[src/rtl/core_seq_pkg.sv]
// Shared types and constants for the instruction-stage sequencer.
package core_seq_pkg;

    typedef enum logic [2:0] {
        StIdle   = 3'd0,
        StFetch  = 3'd1,
        StDecode = 3'd2,
        StExec   = 3'd3,
        StMem    = 3'd4,
        StWrite  = 3'd5,
        StHalted = 3'd6,
        StError  = 3'd7
    } state_t;

    localparam logic [2:0] StageFetch  = 3'd0;
    localparam logic [2:0] StageDecode = 3'd1;
    localparam logic [2:0] StageExec   = 3'd2;
    localparam logic [2:0] StageMem    = 3'd3;
    localparam logic [2:0] StageWrite  = 3'd4;

    localparam logic [31:0] DefaultResetPc = 32'h0000_0000;

    function automatic logic [2:0] stage_id(input state_t s);
        case (s)
            StFetch:  return StageFetch;
            StDecode: return StageDecode;
            StExec:   return StageExec;
            StMem:    return StageMem;
            StWrite:  return StageWrite;
            default:  return 3'd0;
        endcase
    endfunction

    function automatic logic is_stage(input state_t s);
        return (s == StFetch) || (s == StDecode) || (s == StExec) || (s == StMem) ||
               (s == StWrite);
    endfunction

endpackage

[src/rtl/seq_watchdog.sv]
// Per-stage wait counter; flags the wait cycle in which the TIMEOUT-th wait goes unanswered.
module seq_watchdog #(
    parameter int unsigned TIMEOUT = 1024
) (
    input  logic clk,
    input  logic rst,
    input  logic clear_i,
    input  logic count_en_i,
    output logic expired_o
);

    localparam int unsigned CntW = (TIMEOUT > 1) ? $clog2(TIMEOUT) : 1;
    // Wait cycle k sees a count of k-1, so the last allowed wait cycle sees TIMEOUT-1.
    localparam logic [CntW-1:0] Last = CntW'((TIMEOUT == 0) ? 0 : TIMEOUT - 1);

    logic [CntW-1:0] cnt_q, cnt_d;

    always_comb begin
        cnt_d = cnt_q;
        if (clear_i) begin
            cnt_d = '0;
        end else if (count_en_i && (cnt_q != Last)) begin
            cnt_d = cnt_q + 1'b1;
        end
    end

    always_ff @(posedge clk) begin
        if (rst) begin
            cnt_q <= '0;
        end else begin
            cnt_q <= cnt_d;
        end
    end

    assign expired_o = (TIMEOUT != 0) && count_en_i && (cnt_q == Last);

endmodule

[src/rtl/core_sequencer.sv]
// Multi-cycle fetch/decode/exec/mem/write sequencer owning the PC and retire counter.
module core_sequencer
    import core_seq_pkg::*;
#(
    parameter logic [31:0] RESET_PC = DefaultResetPc,
    parameter int unsigned TIMEOUT  = 1024
) (
    input  logic        clk,
    input  logic        rst,
    input  logic        run,
    input  logic        halt_req,
    output logic        fetch_enabled,
    output logic        decode_enabled,
    output logic        exec_enabled,
    output logic        mem_enabled,
    output logic        write_enabled,
    input  logic        fetch_completed,
    input  logic        decode_completed,
    input  logic        exec_completed,
    input  logic        mem_completed,
    input  logic        write_completed,
    input  logic        is_load,
    input  logic        is_store,
    input  logic        writes_to_reg,
    input  logic [31:0] exec_next_pc,
    output logic [31:0] pc,
    output logic [2:0]  state,
    output logic [31:0] retired,
    output logic        halted,
    output logic        timeout_err,
    output logic [2:0]  err_stage
);

    state_t      state_q, state_d;
    logic [4:0]  en_q, en_d;
    logic [31:0] pc_q, pc_d, next_pc_q, next_pc_d, retired_q, retired_d;
    logic        load_q, load_d, store_q, store_d, wr_q, wr_d;
    logic        timeout_err_q, timeout_err_d;
    logic [2:0]  err_stage_q, err_stage_d;
    logic [4:0]  completed;
    logic        wait_cycle, stage_done, expired, retire;

    assign completed = {write_completed, mem_completed, exec_completed, decode_completed,
                        fetch_completed};

    // The enable pulse marks the first cycle of a stage; completions count only after it.
    assign wait_cycle = is_stage(state_q) && !(|en_q);
    assign stage_done = wait_cycle && completed[stage_id(state_q)];

    always_comb begin
        state_d       = state_q;
        en_d          = '0;
        pc_d          = pc_q;
        next_pc_d     = next_pc_q;
        retired_d     = retired_q;
        load_d        = load_q;
        store_d       = store_q;
        wr_d          = wr_q;
        timeout_err_d = timeout_err_q;
        err_stage_d   = err_stage_q;
        retire        = 1'b0;

        case (state_q)
            StIdle:   if (run) state_d = StFetch;
            StFetch:  if (stage_done) state_d = StDecode;
            StDecode: begin
                if (stage_done) begin
                    load_d  = is_load;
                    store_d = is_store;
                    wr_d    = writes_to_reg;
                    state_d = StExec;
                end
            end
            StExec: begin
                if (stage_done) begin
                    next_pc_d = exec_next_pc;
                    if (load_q || store_q) state_d = StMem;
                    else if (wr_q)         state_d = StWrite;
                    else                   retire  = 1'b1;
                end
            end
            StMem: begin
                if (stage_done) begin
                    if (wr_q) state_d = StWrite;
                    else      retire  = 1'b1;
                end
            end
            StWrite:  if (stage_done) retire = 1'b1;
            StHalted: if (run && !halt_req) state_d = StFetch;
            default:  state_d = state_q;
        endcase

        if (expired && !stage_done) begin
            state_d       = StError;
            timeout_err_d = 1'b1;
            err_stage_d   = stage_id(state_q);
        end

        if (retire) begin
            pc_d      = (state_q == StExec) ? exec_next_pc : next_pc_q;
            retired_d = retired_q + 32'd1;
            if (halt_req)  state_d = StHalted;
            else if (!run) state_d = StIdle;
            else           state_d = StFetch;
        end

        if ((state_d != state_q) && is_stage(state_d)) begin
            en_d[stage_id(state_d)] = 1'b1;
        end
    end

    always_ff @(posedge clk) begin
        if (rst) begin
            state_q       <= StIdle;
            en_q          <= '0;
            pc_q          <= RESET_PC;
            next_pc_q     <= RESET_PC;
            retired_q     <= '0;
            load_q        <= 1'b0;
            store_q       <= 1'b0;
            wr_q          <= 1'b0;
            timeout_err_q <= 1'b0;
            err_stage_q   <= '0;
        end else begin
            state_q       <= state_d;
            en_q          <= en_d;
            pc_q          <= pc_d;
            next_pc_q     <= next_pc_d;
            retired_q     <= retired_d;
            load_q        <= load_d;
            store_q       <= store_d;
            wr_q          <= wr_d;
            timeout_err_q <= timeout_err_d;
            err_stage_q   <= err_stage_d;
        end
    end

    seq_watchdog #(
        .TIMEOUT (TIMEOUT)
    ) u_watchdog (
        .clk        (clk),
        .rst        (rst),
        .clear_i    (state_d != state_q),
        .count_en_i (wait_cycle),
        .expired_o  (expired)
    );

    assign fetch_enabled  = en_q[StageFetch];
    assign decode_enabled = en_q[StageDecode];
    assign exec_enabled   = en_q[StageExec];
    assign mem_enabled    = en_q[StageMem];
    assign write_enabled  = en_q[StageWrite];
    assign pc             = pc_q;
    assign state          = state_q;
    assign retired        = retired_q;
    assign halted         = (state_q == StHalted);
    assign timeout_err    = timeout_err_q;
    assign err_stage      = err_stage_q;

endmodule

[config.mk]
export PLATFORM = sky130hd
export DESIGN_NAME = core_sequencer
export DESIGN_NICKNAME = d
export VERILOG_FILES = /design/src/rtl/core_seq_pkg.sv /design/src/rtl/seq_watchdog.sv /design/src/rtl/core_sequencer.sv
export SDC_FILE = /design/constraint.sdc
export NUM_CORES = 1
export LEC_CHECK = 0
export CAP_MARGIN = 25
export CORE_UTILIZATION = 45
export DETAILED_ROUTE_END_ITERATION = 7
export PLACE_DENSITY = 0.73
export SYNTH_ARGS = -nofsm -noshare
export SYNTH_HDL_FRONTEND = slang
export SYNTH_HIERARCHICAL = 1
export SYNTH_SLANG_ARGS = --single-unit
export TNS_END_PERCENT = 1
[constraint.sdc]
create_clock -name clk -period 4 [get_ports clk]
set_clock_uncertainty 0.05 [all_clocks]
set_input_delay 0.8 -clock clk [delete_from_list [all_inputs] [get_ports clk]]
set_output_delay 0.8 -clock clk [all_outputs]
set_load 0.01 [all_outputs]
# Word-level counts from Yosys, hierarchy flattened
# Cells that the tools add are included.
[totals]
ff_bits = 121
latchBits = 0
mem_bits_rw = 0
romBits = 0
in_bits = 44
out_inout_bits = 77
elab_cells = 84
memories = 0
[classes]
add_sub_neg = 2
n_mul = 0
div = 0
order_cmp = 3
n_eq_ne = 14
shifts = 0
mux = 27
bitwise = 1
reduce_logical = 26
[ops]
columns = ["op", "count"]
rows = [
  ["3-bit two-way mux", 12],
  ["32-bit by 1-bit adder with 32-bit output (second input constant)", 1],
  ["32-bit two-way mux", 1],
  ["3-bit case mux with 4 select lines", 2],
  ["3-bit case mux with 6 select lines", 1],
  ["3-bit == test (second input constant)", 5],
  ["3-bit by 2-bit == test with 1-bit output (second input constant)", 4],
  ["10-bit by 1-bit adder with 10-bit output (second input constant)", 1],
  ["10-bit == test (second input constant)", 1],
  ["10-bit inequality test (second input constant)", 1],
  ["1-bit logical OR", 9],
  ["1-bit logical AND", 8],
  ["3-bit by 4-bit less-than comparator with 1-bit output (second input constant)", 2],
  ["1-bit two-way mux", 8],
  ["3-bit by 1-bit == test with 1-bit output (second input constant)", 2],
  ["5-bit OR reduction", 1],
  ["2-bit AND reduction", 2],
  ["2-bit OR reduction", 2],
  ["1-bit binary-select mux with 3-bit select", 1],
  ["1-bit demux with 3-bit select", 1],
  ["3-bit by 1-bit >= comparator with 1-bit output (second input constant)", 1],
  ["1-bit zero test", 3],
  ["3-bit zero test", 1],
  ["3-bit inequality test", 1],
  ["other kinds (2)", 2],
]

# Logic depth before layout (Yosys ltp)
[depth]
depth_word = 22
depth_mapped = 14
depth_no_buf = 14

# Modules after synthesis
# The synthesis kept the hierarchy.
[modules_own_cells]
columns = ["module", "n_inst", "cells_per_inst", "area_each_um2", "seq_area_each_um2"]
rows = [
  ["core_sequencer", 1, 521, 4848.4, 2222.1],
  ["seq_watchdog", 1, 59, 529.3, 200.2],
]

# Worst setup path after synthesis
# No wires, ideal clock.
[synth_path]
path_kind = "in2reg"
from = "input exec_completed"
to = "register u_watchdog.cnt_q[8]"
arrival_ns = 2.917
required_ns = 3.864
setup_slack_ns = 0.947
path_stages = 11
path_cell_list = "mux2_1 -> o221ai_1 -> a211o_1 -> buf_6 -> or3_1 -> o211a_2 -> xnor2_1 -> nand4_1 -> or2_2 -> clkbuf_1 -> a211oi_1"
[synth_between]
elab_chain_cells = 9
word_cells_on_any_way = 18
cone_classes = "eq/ne (1); mux (13); reduce/logical (4)"
[synth_lines]
columns = ["element", "line_no", "rtl"]
rows = [
  ["start, declared", "core_sequencer.sv:19", "input logic exec_completed,"],
  ["1-bit binary-select mux with 3-bit select (*)", "core_sequencer.sv:48", "assign stage_done = wait_cycle && completed[stage_id(state_q)];"],
  ["1-bit two-way mux (implied by the code) (*)", "core_sequencer.sv:48", ""],
  ["1-bit logical AND (*)", "core_sequencer.sv:48", ""],
  ["3-bit two-way mux, or another cell as far along", "core_sequencer.sv:83", "if (stage_done) begin"],
  ["3-bit case mux with 6 select lines or 1-bit logical AND (tied branches)", "core_sequencer.sv:63, core_sequencer.sv:93", ""],
  ["3-bit two-way mux", "core_sequencer.sv:93", "if (expired && !stage_done) begin"],
  ["3-bit two-way mux (*)", "core_sequencer.sv:99", "if (retire) begin"],
  ["3-bit inequality test (*)", "core_sequencer.sv:143", ".clear_i (state_d != state_q),"],
  ["2-bit OR reduction (no line) (*)", "--", ""],
  ["end signal, assigned", "seq_watchdog.sv:31", "cnt_q <= cnt_d;"],
  ["end, declared", "seq_watchdog.sv:16", "logic [CntW-1:0] cnt_q, cnt_d;"],
]
# Every way passes the cells marked *; elsewhere a longest branch is shown, timed or not. The select of a mux whose other input is x is not followed.
# A chain may end at the register's enable or synchronous reset.

# Final worst setup path
[layout_path]
from = "register state_q[2], in the netlist state[2]"
to = "register u_watchdog.cnt_q[8]"
[layout_between]
word_cells_on_any_way = 37
cone_classes = "eq/ne (7); mux (18); reduce/logical (12)"
[layout_rtl]
columns = ["element", "line_no", "rtl"]
rows = [
  ["start, declared", "core_sequencer.sv:34", "state_t state_q, state_d;"],
  ["start signal, assigned", "core_sequencer.sv:114", "state_q <= StIdle;"],
  ["start signal, assigned", "core_sequencer.sv:125", "state_q <= state_d;"],
  ["3-bit by 1-bit == test with 1-bit output or 3-bit by 2-bit == test with 1-bit output (tied branches)", "core_seq_pkg.sv:35", "return (s == StFetch) || (s == StDecode) || (s == StExec) || (s == StMem) ||"],
  ["1-bit logical OR (3 in a row)", "core_seq_pkg.sv:35", ""],
  ["1-bit logical OR (*)", "core_seq_pkg.sv:35", ""],
  ["1-bit logical AND (*)", "core_sequencer.sv:47", "assign wait_cycle = is_stage(state_q) && !(|en_q);"],
  ["net wait_cycle", "core_sequencer.sv:41", "logic wait_cycle, stage_done, expired, retire;"],
  ["1-bit logical AND (*)", "seq_watchdog.sv:35", "assign expired_o = (TIMEOUT != 0) && count_en_i && (cnt_q == Last);"],
  ["net expired", "core_sequencer.sv:41", ""],
  ["1-bit logical AND (*)", "core_sequencer.sv:93", ""],
  ["3-bit two-way mux (*)", "core_sequencer.sv:93", ""],
  ["3-bit two-way mux (*)", "core_sequencer.sv:99", ""],
  ["3-bit inequality test (*)", "core_sequencer.sv:143", ""],
  ["2-bit OR reduction (no line) (*)", "--", ""],
]
# The timed path passes the listed nets; every way through them passes the cells marked *. The select of a mux whose other input is x is not followed.

==> results.md <==
* Outcome: finished with violations
* Failing checks: design-rule violations
* H-tree lvl count at 4
* CTS tree: yes
* TNS Setup at 0 ns
* Mapped Nets at 626
* Worst hold start: err_stage[2]
* Post-route insts no fill at 842
* Worst R2R Setup Slack at 0.43 ns
* Overall Power at 3.51 mW
* Via count of the first global-routing pass at 4,547
* Peak Freq at 280 MHz
* Setup ws final at 0.428 ns
* Drt drc at 14
* Nets@finish at 734
* Worst-Margin Slew at 0.743 ns
* Share of cells above drive strength 1 at 7.30%
* WHS Endpoint: err_stage[2]
* Routed vias at 4,576
* Avg WL per Cell at 15.3 um
* Top cell family by delay on the critical path: simple AND/OR/NAND/NOR gates
* Drt via density at 5.43
* Hold path cells at 2
* Final setup viols at 0
* Total Wirelength at 12.9 mm
* DIE AREA at 0.0124 mm2
* Worst min-delay path category: flip-flop to flip-flop
* Primary FF master, synth: dfxtp_1
* Post-CTS sizing at 0
* Die Y at 111 um
* Pin count of the biggest net entering global routing at 79
* Multi-input gate area at 0.00276 mm2
* Period utilization at 89.3%
* Initial core utilization at 46.7%
* Cts hold-fix bufs at 0
* CTS Sinks at 121
* Register Area at 0.00242 mm2
* Overflow after GRT at 0
* Buffer count from post-CTS setup fixing at 0
* Global-route wire length before repair at 21.4 mm
* Post-synth top area share at 45.0%
* Cell count after synthesis at 580
* Io pins at 121
* Syn avg cell area at 9.27 um2
* Commonest cells post-synth: dfxtp_1 (121), nor2_1 (113), mux2i_1 (72)
* Post-Syn Area at 0.00538 mm2
* Critical Path Source Type: flip-flop
* Worst VDD drop at 0.269 mV
* Slowest stage cell on the critical path: dfxtp_1
* Worst-path fanout max at 17
* FF-to-FF Start: state[2]
* RSZ-0062 raised after global routing: false
* Placed cell areas at 0.00666 mm2
* Initial DRC count at 350
* Final core occ at 62.4%
* I/O Buffers at 120
* Worst Path Arrival at 3.85 ns
* DP HPWL at 8.49 mm
* Distinct cells, synth at 55
* R2R depth at 13
* CTS Buffer Depth at 2
* Crit path cell chain: or2_2, o2111ai_1, inv_1, and3_1, nand3_1, nor2_1, a211oi_1, nor2_1, mux2i_1, a21boi_0, nand4_1, or2_2, a211oi_1
* Minimum hold slack at 0.439 ns
* Drt pass-1 iters at 6
* Post-synthesis sequential area ratio at 45.0%
* Kind of critical path: flip-flop to flip-flop
* Flops & latches, synth at 121
* Critical Path Source: state[2]
* WP buf/inv at 1
* P per Cell Area at 489 mW/mm2
* Syn-to-layout area delta at 33.7%
* Max-cap violations at 0
* Critical Path RT at 4.28 ns
* Worst skew pair latency at 0.41 ns
* Post-synth EDFFs at 0
* Post-route cell area at 0.00719 mm2
* Slew HR at 50.5%
* Slowest stage delay, CP at 0.46 ns
* Cts bufs inserted at 17
* Warnings from Yosys at 6
* FF-to-FF End: u_watchdog/cnt_q[8]
* Most numerous cell in the Yosys netlist: dfxtp_1
* Dominant cells by area after synthesis: dfxtp_1 (45%), mux2i_1 (13%), nor2_1 (7.9%)
* ANT nets after route at 0
* Placed cell count at 812
* Placement Setup Slack at 0.322 ns
* Worst Setup End Kind: flip-flop
* Die width at 111 um
* Pins Over Slew Limit at 0
* Site Rows at 39
* Final Hold Fails at 0
* Core area at 0.0115 mm2
* Filler cells at 967
* RePlAce Congestion at 0.880
* Initial antenna violation count at 0
* CTS root buf: clkbuf_16
* Post-synth ARST share at 0%
* Area leader, netlist: dfxtp_1
* P_leak at 2.73 nW
* Clk pin slew, worst setup/hold paths at 0.05 ns
* Crit path time final at 3.57 ns
* N_diodes at 0
* Total track usage at 21.6%
-- cell families after synthesis --
kind of cell    after synthesis  synth area share (%)
compound gates               76                  10.4
xor+xnor                     33                  5.37
fa+ha+maj                     2                 0.465
buf+inv                      46                  3.79
flops                       121                  45.0
mux                          74                  13.8
simple gates                228                  21.1
-- registers in the layout, indices dropped and copies added, names as in the netlist --
register and cells:
en_q 5, err_stage 3, load_q 1, next_pc_q 32, pc 32, retired 32
state 3, store_q 1, timeout_err 1, u_watchdog/cnt_q 10, wr_q 1
-- worst max path at each step --
stage	cells after the start	end
detailed placement	10	u_watchdog/cnt_q[8]
floorplan	11	u_watchdog/cnt_q[8]
CTS	13	u_watchdog/cnt_q[8]
global route	13	u_watchdog/cnt_q[8]
finish	13	u_watchdog/cnt_q[8]
global placement	10	u_watchdog/cnt_q[8]
-- final cells by class --
| cell class | instances | share of cell area (%) |
|---|---|---|
| well taps | 143 | 2.49 |
| multi-input cells | 413 | 38.4 |
| flip-flops and latches | 121 | 33.7 |
| repair buffers | 128 | 17.7 |
| clock inverters | 10 | 1.11 |
| inverters | 7 | 0.365 |
| clock buffers | 20 | 6.21 |
-- worst reg2reg max path, cell delays in order, from the launching register on --
cell and delay (ns):
dfxtp_1 0.46, or2_2 0.36, o2111ai_1 0.35, inv_1 0.22
and3_1 0.26, nand3_1 0.12, nor2_1 0.12, a211oi_1 0.27
nor2_1 0.10, mux2i_1 0.22, a21boi_0 0.22, nand4_1 0.14
or2_2 0.38, a211oi_1 0.22
-- placed cells by master (no fill, tap or decap), types with 3 or more instances in the layout --
master and instances:
xor2_1 27, nand4_1 18, and2_1 5, o21ai_0 9
nor2_1 112, nand2b_1 5, dfxtp_1 121, buf_4 8
a21oi_1 11, nor3_1 4, xnor2_1 6, a211oi_1 37
and3_1 10, nand3b_1 4, nand3_1 14, or2_2 3
and4_1 5, clkinv_2 7, clkbuf_16 17, mux2i_1 72
inv_1 7, or3_1 10, nor4_1 3, nand2_1 22
clkdlybuf4s50_1 119
-- power breakdown --
| part | total, mW | switching (mW) | leakage, nW | internal (mW) |
|---|---|---|---|---|
| Combinational | 0.812 | 0.439 | 1.49 | 0.373 |
| Sequential | 1.33 | 0.0578 | 0.975 | 1.27 |
| Clock | 1.37 | 0.519 | 0.261 | 0.852 |
| Total | 3.51 | 1.02 | 2.73 | 2.50 |
-- layer usage --
metal / share of wire, % / up-vias / track usage, %
li1: - / 2274 / -
met2: 46 / 126 / 35.0
met5: 0 / - / 0
met3: 6.8 / 21 / 8.42
met4: 1.8 / 0 / 9.19
met1: 45 / 2155 / 25.6
No activity file was read; power rests on OpenSTA's default activity.
